--- src/rtl/mc_ctrl_pkg.sv ---
// Shared encodings for the multi-cycle control sequencer: opcodes, funct
// codes, ALU function selects, FSM states and instruction classes.
package mc_ctrl_pkg;

  localparam logic [5:0] OP_RTYPE = 6'b000000;
  localparam logic [5:0] OP_LW    = 6'b100011;
  localparam logic [5:0] OP_SW    = 6'b101011;

  localparam logic [5:0] FN_ADD  = 6'b100000;
  localparam logic [5:0] FN_SUB  = 6'b100010;
  localparam logic [5:0] FN_AND  = 6'b100100;
  localparam logic [5:0] FN_OR   = 6'b100101;
  localparam logic [5:0] FN_XOR  = 6'b100110;
  localparam logic [5:0] FN_NOR  = 6'b100111;
  localparam logic [5:0] FN_SLT  = 6'b101010;
  localparam logic [5:0] FN_SLLV = 6'b000100;

  localparam logic [2:0] ALU_AND  = 3'd0;
  localparam logic [2:0] ALU_OR   = 3'd1;
  localparam logic [2:0] ALU_XOR  = 3'd2;
  localparam logic [2:0] ALU_NOR  = 3'd3;
  localparam logic [2:0] ALU_ADD  = 3'd4;
  localparam logic [2:0] ALU_SUB  = 3'd5;
  localparam logic [2:0] ALU_SLT  = 3'd6;
  localparam logic [2:0] ALU_SLLV = 3'd7;

  // BOOT must stay the all-zero encoding so the reset value lands there.
  typedef enum logic [2:0] {
    ST_BOOT = 3'd0,
    ST_IDLE = 3'd1,
    ST_DEC  = 3'd2,
    ST_EXE  = 3'd3,
    ST_MEM  = 3'd4,
    ST_WB   = 3'd5
  } state_e;

  typedef enum logic [1:0] {
    CLS_RTYPE = 2'd0,
    CLS_LW    = 2'd1,
    CLS_SW    = 2'd2,
    CLS_BAD   = 2'd3
  } iclass_e;

endpackage

--- src/rtl/mc_instr_decode.sv ---
// Purely combinational decode of one instruction word into its class and
// the datapath control fields the sequencer latches at accept.
module mc_instr_decode
  import mc_ctrl_pkg::*;
(
  input  logic [31:0] instr,
  output iclass_e     cls,
  output logic [2:0]  alu_op,
  output logic        alu_src,
  output logic        mem_to_reg,
  output logic [4:0]  w_addr,
  output logic        legal
);

  logic [5:0] opcode;
  logic [5:0] funct;
  logic       unused_bits;

  assign opcode      = instr[31:26];
  assign funct       = instr[5:0];
  assign unused_bits = ^{instr[25:21], instr[10:6]};

  always_comb begin
    cls        = CLS_BAD;
    alu_op     = ALU_ADD;
    alu_src    = 1'b0;
    mem_to_reg = 1'b0;
    w_addr     = 5'd0;
    legal      = 1'b0;
    case (opcode)
      OP_LW, OP_SW: begin
        cls        = (opcode == OP_LW) ? CLS_LW : CLS_SW;
        alu_src    = 1'b1;
        mem_to_reg = 1'b1;
        w_addr     = instr[20:16];
        legal      = 1'b1;
      end
      OP_RTYPE: begin
        cls    = CLS_RTYPE;
        w_addr = instr[15:11];
        legal  = 1'b1;
        case (funct)
          FN_ADD:  alu_op = ALU_ADD;
          FN_SUB:  alu_op = ALU_SUB;
          FN_AND:  alu_op = ALU_AND;
          FN_OR:   alu_op = ALU_OR;
          FN_XOR:  alu_op = ALU_XOR;
          FN_NOR:  alu_op = ALU_NOR;
          FN_SLT:  alu_op = ALU_SLT;
          FN_SLLV: alu_op = ALU_SLLV;
          default: begin
            cls   = CLS_BAD;
            legal = 1'b0;
          end
        endcase
      end
      default: ;
    endcase
  end

endmodule

--- src/rtl/mc_seq_ctrl.sv ---
// Multi-cycle sequencer: accepts one instruction over valid/ready and walks
// the datapath through DEC/EXE/MEM/WB with fully registered control outputs.
module mc_seq_ctrl
  import mc_ctrl_pkg::*;
#(
  parameter int ADDR_W = 5,
  parameter int OFF_W  = 16,
  parameter int CNT_W  = 16
) (
  input  logic              clk,
  input  logic              Reset,
  input  logic [31:0]       instr,
  input  logic              instr_valid,
  output logic              instr_ready,
  input  logic              OF,
  input  logic              ZF,
  output logic              Write_Reg,
  output logic              Mem_Write,
  output logic [OFF_W-1:0]  offset,
  output logic [2:0]        ALU_OP,
  output logic              alu_src,
  output logic              mem_to_reg,
  output logic [ADDR_W-1:0] W_Addr,
  output logic [ADDR_W-1:0] RS,
  output logic [ADDR_W-1:0] RT,
  output logic              busy,
  output logic              done,
  output logic              illegal,
  output logic              ovf_trap,
  output logic [CNT_W-1:0]  retired_cnt
);

  state_e            state_q, state_d;
  iclass_e           cls_q, cls_d, dec_cls;
  logic [2:0]        alu_op_q, alu_op_d, dec_alu_op;
  logic              alu_src_q, alu_src_d, dec_alu_src;
  logic              m2r_q, m2r_d, dec_m2r;
  logic [4:0]        dec_w_addr;
  logic              dec_legal;
  logic [ADDR_W-1:0] w_addr_q, w_addr_d, rs_q, rs_d, rt_q, rt_d;
  logic [OFF_W-1:0]  off_q, off_d;
  logic              ready_q, ready_d, busy_q, busy_d;
  logic              wr_q, wr_d, mw_q, mw_d;
  logic              done_q, done_d, ill_q, ill_d, ovf_q, ovf_d;
  logic [CNT_W-1:0]  cnt_q, cnt_d;
  logic              is_addsub;
  logic              unused_zf;

  assign unused_zf = ZF;
  assign is_addsub = (alu_op_q == ALU_ADD) || (alu_op_q == ALU_SUB);

  mc_instr_decode u_dec (
    .instr      (instr),
    .cls        (dec_cls),
    .alu_op     (dec_alu_op),
    .alu_src    (dec_alu_src),
    .mem_to_reg (dec_m2r),
    .w_addr     (dec_w_addr),
    .legal      (dec_legal)
  );

  // Datapath fields only change at accept, so they hold through IDLE.
  always_comb begin
    state_d   = state_q;
    cls_d     = cls_q;
    alu_op_d  = alu_op_q;
    alu_src_d = alu_src_q;
    m2r_d     = m2r_q;
    w_addr_d  = w_addr_q;
    rs_d      = rs_q;
    rt_d      = rt_q;
    off_d     = off_q;
    done_d    = 1'b0;
    ill_d     = 1'b0;
    ovf_d     = 1'b0;
    cnt_d     = cnt_q;
    case (state_q)
      ST_BOOT: state_d = ST_IDLE;
      ST_IDLE: begin
        if (instr_valid) begin
          state_d = ST_DEC;
          cls_d   = dec_cls;
          rs_d    = ADDR_W'(instr[25:21]);
          rt_d    = ADDR_W'(instr[20:16]);
          if (dec_legal) begin
            alu_op_d  = dec_alu_op;
            alu_src_d = dec_alu_src;
            m2r_d     = dec_m2r;
            w_addr_d  = ADDR_W'(dec_w_addr);
            off_d     = OFF_W'(instr[15:0]);
          end
        end
      end
      ST_DEC: begin
        if (cls_q == CLS_BAD) begin
          state_d = ST_IDLE;
          done_d  = 1'b1;
          ill_d   = 1'b1;
        end else begin
          state_d = ST_EXE;
        end
      end
      ST_EXE: begin
        if (cls_q == CLS_RTYPE && is_addsub && OF) begin
          state_d = ST_IDLE;
          done_d  = 1'b1;
          ovf_d   = 1'b1;
        end else if (cls_q == CLS_RTYPE) begin
          state_d = ST_WB;
        end else begin
          state_d = ST_MEM;
        end
      end
      ST_MEM: begin
        if (cls_q == CLS_SW) begin
          state_d = ST_IDLE;
          done_d  = 1'b1;
          cnt_d   = cnt_q + CNT_W'(1);
        end else begin
          state_d = ST_WB;
        end
      end
      ST_WB: begin
        state_d = ST_IDLE;
        done_d  = 1'b1;
        cnt_d   = cnt_q + CNT_W'(1);
      end
      default: state_d = ST_BOOT;
    endcase
    ready_d = (state_d == ST_IDLE);
    busy_d  = (state_d == ST_DEC) || (state_d == ST_EXE) ||
              (state_d == ST_MEM) || (state_d == ST_WB);
    wr_d    = (state_d == ST_WB) && (w_addr_d != '0);
    mw_d    = (state_d == ST_MEM) && (cls_q == CLS_SW);
  end

  always_ff @(posedge clk or negedge Reset) begin
    if (!Reset) begin
      state_q   <= ST_BOOT;
      cls_q     <= CLS_RTYPE;
      alu_op_q  <= '0;
      alu_src_q <= 1'b0;
      m2r_q     <= 1'b0;
      w_addr_q  <= '0;
      rs_q      <= '0;
      rt_q      <= '0;
      off_q     <= '0;
      ready_q   <= 1'b0;
      busy_q    <= 1'b0;
      wr_q      <= 1'b0;
      mw_q      <= 1'b0;
      done_q    <= 1'b0;
      ill_q     <= 1'b0;
      ovf_q     <= 1'b0;
      cnt_q     <= '0;
    end else begin
      state_q   <= state_d;
      cls_q     <= cls_d;
      alu_op_q  <= alu_op_d;
      alu_src_q <= alu_src_d;
      m2r_q     <= m2r_d;
      w_addr_q  <= w_addr_d;
      rs_q      <= rs_d;
      rt_q      <= rt_d;
      off_q     <= off_d;
      ready_q   <= ready_d;
      busy_q    <= busy_d;
      wr_q      <= wr_d;
      mw_q      <= mw_d;
      done_q    <= done_d;
      ill_q     <= ill_d;
      ovf_q     <= ovf_d;
      cnt_q     <= cnt_d;
    end
  end

  assign instr_ready = ready_q;
  assign busy        = busy_q;
  assign Write_Reg   = wr_q;
  assign Mem_Write   = mw_q;
  assign done        = done_q;
  assign illegal     = ill_q;
  assign ovf_trap    = ovf_q;
  assign retired_cnt = cnt_q;
  assign offset      = off_q;
  assign ALU_OP      = alu_op_q;
  assign alu_src     = alu_src_q;
  assign mem_to_reg  = m2r_q;
  assign W_Addr      = w_addr_q;
  assign RS          = rs_q;
  assign RT          = rt_q;

endmodule

--- config.mk ---
export PLATFORM = sky130hd
export DESIGN_NAME = mc_seq_ctrl
export DESIGN_NICKNAME = d
export VERILOG_FILES = /design/src/rtl/mc_ctrl_pkg.sv /design/src/rtl/mc_instr_decode.sv /design/src/rtl/mc_seq_ctrl.sv
export SDC_FILE = /design/constraint.sdc
export NUM_CORES = 1
export LEC_CHECK = 0
export CAP_MARGIN = 0
export CORE_ASPECT_RATIO = 1.1
export CORE_UTILIZATION = 49
export DETAILED_ROUTE_END_ITERATION = 10
export PLACE_DENSITY = 0.85
export SETUP_SLACK_MARGIN = 0.3
export SLEW_MARGIN = 20
export SYNTH_ARGS = -nofsm -noshare
export SYNTH_HDL_FRONTEND = slang
export SYNTH_SLANG_ARGS = --single-unit
--- constraint.sdc ---
create_clock -name clk -period 4.6 [get_ports clk]
set_clock_uncertainty 0.1 [all_clocks]
set_input_delay 0.69 -clock clk [delete_from_list [all_inputs] [get_ports clk]]
set_output_delay 0.69 -clock clk [all_outputs]
set_load 0.005 [all_outputs]
==> results list, run 1 <==
* Number of buffers added by the clock tree synthesis step: 9
- Number of pins with negative max-slew slack in the final report: 0
- Vias in the first global route: 2040
- The clock tree synthesis step divided the H-tree into 3 levels.
* Detailed Route Iter0 Violations: 127
- In this run the static leakage power is 1.786 nW.
* Post-synthesis async set-or-reset flop share: 100.0%
* Number of antenna violations at the first check in global routing: 0
- Post-CTS Setup Inserts: 0
- Least-Margin Pin Slew: 1036 ps
* Yosys warning count: 0
* Clock Sink Count: 63
- Across all hold checks on the routed design, the worst slack comes to 228.0 ps.
- Summing the sequential cell areas from Yosys gives 55.78% of the chip area.
- Based on the critical path, the design can be clocked at up to 350.5 MHz.
- Dividing total power by cell area gives a power density of 468.3 mW/mm^2.
- Effective utilization at floorplan: 51.72%
- Peak per-stage delay on the critical path: 810 ps
- In the final routed layout, each cell accounts on average for 15.17 um.
- Registers are responsible for 42.9% of the overall power.
- Cell Chain, Critical Path: clkdlybuf4s50_1 > and2b_1 > nand2_1 > a311oi_2 > o21ai_4 > mux2_2
- Post-cts repair resize count: 0
- Share of post-route cells with drive strength above 1: 18.69%
* Setup repair after global routing missed its margin: false
- IO Port Bufs: 94
* Final Util: 73.10%
- Startpoint types: input port
* HPWL reported at the end of detailed placement: 4320 um
- The worst setup path is of the input port to flip-flop kind.
- After detailed placement, the design holds a cell count of 380.
* Worst relative slew slack: 30.67%
- Across the run, the number of max-cap violations was 0.
- Nets: 355
- Post-layout min period: 2853 ps
- Fill cell count: 426
* Antenna diodes: 0
- Leaving out filler cells and counting taps, the final layout contains 396.
- Setup TNS after final layout: 0 ps
- Data on the critical path is required at its endpoint by 4720 ps.
- From left edge to right edge, the die measures 74.42 um.
- The multi-input combinational cells in the finished layout cover a total of 0.001196 mm^2.
* First-pass GRT wire length: 9646 um
- I/O pin cnt: 96
* Final cell area excluding filler cells: 0.003995 mm^2
- Net switching is 28.89% of the power.
* Number of distinct library cells after synthesis: 47
- Cell class contributing the biggest share of worst-path delay: compound AO/OA/AOI/OAI gates
- EDFF count, synth: 0
- CP arrival: 2980 ps
* Number of endpoints failing setup at the final stage: 0
- For the worst-skew pair, the clock arrives at the later sink with an insertion delay of 340 ps.
* Number of failing hold endpoints at the final stage: 0
- Run status: finished, final reports clean
* Combinational share of power: 34.3%
* Kind of capture point of the worst setup path: flip-flop
- For this block, the routed nets add up to 6008 um of wire.
- The floorplan step defined a core boundary enclosing 0.005465 mm^2.
- Number of DRC violations after detailed routing: 0
- In this run the core area contains 28 standard-cell rows.
- A synthesized cell averages 13.09 um^2.
- Cts-stage hold buffer count: 0
- The internal portion of the total power is 1.330 mW.
* Pin count of the biggest net entering global routing: 39
- IR analysis of the VDD net gives a maximum drop of 0.3340 mV.
- Number of instances in the synthesized netlist: 216
- Part of the total power dissipated in the clock network: 22.7%
* Total die area: 0.006076 mm^2
- Library cell used as clock root buffer: clkbuf_8
- Final ANT Viol Nets: 0
- Global routing finished with a remaining overflow of 0.
- Total Routing Usage GR: 21.54%
* Global placer's final weighted congestion: 0.8706
- Clock-pin slew was measured on the worst setup and hold paths at 70 ps.
- FF+latch count, synth: 63
- Via/cell ratio: 5.182
- The first detailed-routing pass ran for 4 iterations.
- Slowest CP cell: o21ai_4
- The most used flip-flop cell after synthesis is dfrtp_1.
- Of all nets on the critical path, the largest fanout is 28.
- Area growth from synthesis to layout: 41.35%
- In this run the cell area of the synthesized design comes to 0.002826 mm^2.
- Total cell area at the placement stage: 0.003821 mm^2
* Switching power summed over all nets: 540.5 uW
- Net count after synthesis: 255
* Share of the clock period used by the worst path: 62.02%
- Tightest Hold Check Type: input port to async pin
- Counting both buffers and inverters, the worst setup path holds a total of 1.
- Register cell area after layout: 0.001577 mm^2
- Number of vias in the routed layout: 2052
- Die Y: 81.66 um
- The longest clock path from root to sink contains 2 buffers.
- TritonCTS built the clock tree.
[power groups by stage]
stage,Clock [mW],Sequential (mW),Combinational (mW)
2_1_floorplan,0,0.810,0.277
6_report,0.425,0.803,0.643
3_3_place_gp,0,0.804,0.631
4_1_cts,0.431,0.804,0.650
5_1_grt,0.455,0.827,0.700
3_5_place_dp,0,0.811,0.646
[layout make-up]
cell class                      instances  area share, %
Sequential cell                        63          39.46
Inverter                                3         0.2819
Clock buffer                           10          3.445
Clock inverter                          6         0.9082
Multi-Input combinational cell        144          29.94
Tap cell                               75          2.349
Timing Repair Buffer                   95          23.61
[worst register-to-register path, delay by kind of cell, from the launching register on]
kind               cells  cell delay [ps]
muxes                  1              440
AOI/OAI and AO/OA      1              470
and+or+nand+nor        2              860
DFF                    1              470
[placed cells by master (no fill, tap or decap), types with 3 or more instances in the layout]
master / instances
inv_1: 3
nand2b_1: 6
mux2_2: 18
nor2_1: 10
mux2_4: 16
a22o_1: 6
dfrtp_1: 63
nor2b_1: 4
and4_1: 3
xor2_1: 5
o22a_1: 3
clkinv_2: 4
nor3_1: 4
nand3_1: 6
clkbuf_8: 10
clkdlybuf4s50_1: 93
and3_1: 5
and2_1: 3
xnor2_1: 10
nand2_1: 15
[metrics by stage]
step	setup WS [ps]	power, mW
2_1_floorplan	2404	1.087
3_3_place_gp	1433	1.435
3_5_place_dp	1357	1.457
4_1_cts	1720	1.885
5_1_grt	1615	1.982
6_report	1747	1.871
[cells in the mapped netlist (2+ instances only)]
library cell	number	share of area, %
dfrtp_1	63	56
mux2_2	18	7.2
mux2_4	16	8.5
nand2_1	15	2.0
nor2_1	10	1.3
xnor2_1	10	3.1
a22o_1	6	1.9
nand2b_1	6	1.3
nand3_1	6	1.1
and3_1	5	1.1
xor2_1	5	1.5
nor2b_1	4	0.89
nor3_1	4	0.71
and2_1	3	0.66
and4_1	3	0.93
inv_1	3	0.40
o22a_1	3	0.93
a21oi_1	2	0.35
buf_6	2	0.80
ha_1	2	0.89
nand4_1	2	0.44
o21ai_0	2	0.35
or2_2	2	0.44
[metal layers]
layer | up-vias | GRT usage (%) | share of wire [%]
met2 | 64 | 34.77 | 49
met5 | - | 0 | 0
met4 | 0 | 11.32 | 1.6
met1 | 1010 | 26.95 | 44
li1 | 969 | - | -
met3 | 9 | 4.663 | 4.6
[cells by family after synthesis]
family | synth area share [%]
flops | 55.78
mux | 16.07
simple gates | 13.15
fa+ha+maj | 0.8852
buf+inv | 1.903
compound gates | 7.570
xor+xnor | 4.648
[worst paths after layout]
kind / endpoint / cells past startpoint / slack (ps) / startpoint
max in group asynchronous: ALU_OP[1] / 2 / 3270 / Reset
min in group clk: retired_cnt[15] / 1 / 380 / retired_cnt[15]
setup reg to reg: ALU_OP[0] / 4 / 2140 / state_q[1]
hold / removal: retired_cnt[12] / 1 / 230 / Reset
hold reg to reg: retired_cnt[15] / 1 / 380 / retired_cnt[15]
setup / recovery: offset[0] / 6 / 1750 / instr[3]
Note: power is estimated with default switching activity, not from simulation.
==> inputs of run 2 (changes only) <==
CORE_UTILIZATION = 41   (was 49)
PLACE_DENSITY = 0.76   (was 0.85)
clock period = 2.55 ns   (was 4.6 ns; I/O delays follow)
==> run 2 against run 1 <==
  * Clock power up 92%
  * Final area up 2.0%
  * Critical path type unchanged
  * Cell count up 2.5%
  * Wire length up 2.9%
  * Global-route usage down 3.4 points
  * Sequential power up 81%
  * Non-clock buffer count up 5
  * First-iteration DRC count down 46%
  * Sequential share of layout area down 0.76 points
  * Combinational power up 82%
  * Utilization down 12 points
  * Sequential cell count unchanged
==> results list, run 2 (synthesis results as in run 1) <==
* Clock slew at reported path FFs: 60 ps (was 70 ps)
- Via/cell ratio: 5.116 (was 5.182)
* Total Routing Usage GR: 18.18% (was 21.54%)
- The CTS buffer count came to 9 (unchanged).
- The number of maximum-capacitance constraint violations was 0 (unchanged).
- Total die area: 0.007230 mm^2 (was 0.006076 mm^2)
- Overall power: 3.434 mW (was 1.871 mW)
* Placement Rows: 31 (was 28)
* Area growth from synthesis to layout: 44.13% (was 41.35%)
* Number of buffers between clock root and the deepest sink: 2 (unchanged)
* Share of the clock period used by the worst path: 83.40%
* Global placer's final weighted congestion: 0.7550 (was 0.8706)
* Clock Sink Count: 63 (unchanged)
- Effective utilization at floorplan: 42.61% (was 51.72%)
- IO Port Bufs: 94 (unchanged)
* Vias in the first global route: 2009 (was 2040)
* Peak ir drop on the vdd network: 0.4987 mV (was 0.3340 mV)
- Number of cells on the worst reg-to-reg path: 5 (was 4)
- Setup repair after global routing missed its margin: false (unchanged).
* # H-tree levels: 3 (unchanged)
- Number of vias in the routed layout: 2077 (was 2052)
- The number of resized instances in the post-cts repair step was 0 (unchanged).
- The number of hold violations in the final report came to 0 (unchanged).
- The half-perimeter wire length after detailed placement came to 4522 um (was 4320 um).
- The worst hold path begins at retired_cnt[8].
- The largest net degree at the start of global routing is 38 (was 39).
* CP arrival: 2240 ps (was 2980 ps)
* Detailed Route Iter0 Violations: 69 (was 127)
* Worst relative slew slack: 56.23% (was 30.67%)
- Source of the worst register-to-register timing path: state_q[1] (unchanged)
- The slowest library cell on the worst path is clkdlybuf4s50_1 (was o21ai_4).
- Number of pins with negative max-slew slack in the final report: 0 (unchanged)
- Number of DRC violations after detailed routing: 0 (unchanged)
* Area used by multi-input combinational logic: 0.001196 mm^2 (unchanged)
- The final-layout worst hold slack is 389.8 ps (was 228.0 ps).
- Worst Hold Depth: 1
- I/O pin cnt: 96 (unchanged)
- The critical path launch point type was an input port (unchanged).
* Post-layout min period: 2127 ps
- Post-CTS Setup Inserts: 0 (unchanged)
- The maximum fanout count along the critical path is 15 (was 28).
- Number of antenna violations at the first check in global routing: 0 (unchanged)
- The area used by sequential logic in the layout came to 0.001577 mm^2 (unchanged).
* Final ANT Viol Nets: 0 (unchanged)
* Flop-to-flop setup slack: 610 ps (was 2140 ps)
- Least-Margin Pin Slew: 656.6 ps (was 1036 ps)
- The wire length per cell after detailed routing came to 15.22 um (was 15.17 um).
- The clock tree from TritonCTS was built (unchanged).
* Critical Path RT: 2660 ps (was 4720 ps)
- Placed Instances: 391 (was 380)
- Nets: 360 (was 355)
- The total routed wirelength came to 6181 um (was 6008 um).
- Setup TNS after final layout: 0 ps (unchanged)
- The buffer and inverter count on the worst path was 2 (was 1).
- Run status: finished, final reports clean (unchanged)
- The wire length of the first global-routing pass was 9501 um (was 9646 um).
- The cell type group with the largest total delay on the critical path was buffers and inverters (was compound AO/OA/AOI/OAI gates).
- Number of endpoints failing setup at the final stage: 0 (unchanged)
- The total global routing overflow is 0 (unchanged).
- The total number of cells along the worst setup path was 7 (was 6).
* Fill cell count: 521 (was 426)
- Most frequent cells in the layout: clkdlybuf4s50_1 (93), dfrtp_1 (63), mux2_2 (18), mux2_4 (16), nand2_1 (15) (unchanged).
- Peak per-stage delay on the critical path: 490 ps (was 810 ps)
- The worst hold path terminates at retired_cnt[8].
- Core ar.: 0.006633 mm^2 (was 0.005465 mm^2)
* Antenna diodes: 0 (unchanged)
- Static Leak: 1.818 nW (was 1.786 nW)
- Most common cell after layout, fill and taps aside: clkdlybuf4s50_1 (unchanged)
- The power density relative to cell area came to 842.8 mW/mm^2 (was 468.3 mW/mm^2).
- Library cell used as clock root buffer: clkbuf_8 (unchanged)
- The fraction of layout cells with a size suffix above 1 came to 18.21% (was 18.69%).
- The critical setup path kind was input port to flip-flop (unchanged).
- Max Clk Rate: 470.2 MHz
* Worst flop-to-flop path endpoint: W_Addr[0] (was ALU_OP[0])
- Die Y: 89.08 um (was 81.66 um)
* Cell Chain, Critical Path: clkdlybuf4s50_1 > and2b_1 > nand2_1 > a311oi_2 > o21ai_4 > buf_4 > mux2_4 (was clkdlybuf4s50_1 > and2b_1 > nand2_1 > a311oi_2 > o21ai_4 > mux2_2)
- Final instance count without filler cells: 406 (was 396)
- Tightest Hold Check Type: flip-flop to flip-flop (was input port to async pin)
* Worst-Skew Late Latency: 330 ps (was 340 ps)
- Die width: 81.17 um (was 74.42 um)
* Kind of capture point of the worst setup path: flip-flop (unchanged)
- 1st-pass router iterations: 4 (unchanged)
==> run 2: cell type report <==
type	instances	area share [%]
Tap cell	82	2.518
Inverter	3	0.2764
Timing Repair Buffer	100	24.75
Clock inverter	1	0.7371
Multi-Input combinational cell	144	29.36
Sequential cell	63	38.70
Clock buffer	13	3.655
==> run 2: how the worst max path moves through the flow <==
stage / slack (ps) / startpoint / endpoint
after floorplan: 660 / instr[26] / offset[10]
after global placement: 120 / instr[3] / offset[15]
after detailed placement: 70 / instr[3] / W_Addr[4]
after CTS: 420 / instr[3] / W_Addr[3]
after global routing: 360 / instr[3] / W_Addr[3]
final: 420 / instr[3] / W_Addr[0]
==> run 2: worst reg2reg max path, cell delays in order (launching register included) <==
cell and delay, ps:
dfrtp_1 460, nand2b_1 240, nor3_4 350, o21ai_4 130, buf_4 230, mux2_4 320
==> run 2: repair_timing <==
action | 4_1_cts | 5_1_grt
hold buffers | 1 | 0
endpoints found under the hold margin | 17 | 0
setup endpoints to repair | 0 | 0
==> run 2: layer usage <==
metal  vias to the layer above  global-route usage, %  share of wire [%]
met2                        55                  29.95                 50
met5                         -                      0                  0
met3                         6                  4.286                4.4
met4                         0                  9.253                1.5
li1                        980                      -                  -
met1                      1036                  22.30                 44
==> run 2: report_power, final <==
group / internal [mW] / total, mW / switching [mW]
Sequential: 1.26 / 1.45 / 0.187
Combinational: 0.777 / 1.17 / 0.393
Clock: 0.469 / 0.814 / 0.345
Total: 2.51 / 3.43 / 0.925
==> run 2: through the flow <==
stage	util [%]	worst slack, ps	area [um^2]
final	61.42	423.4	4074
after global routing	61.42	363.2	4074
after CTS	61.42	422.8	4074
after detailed placement	58.57	68.63	3885
after global placement	58.57	122.1	3885
after floorplan	-	661.4	2826
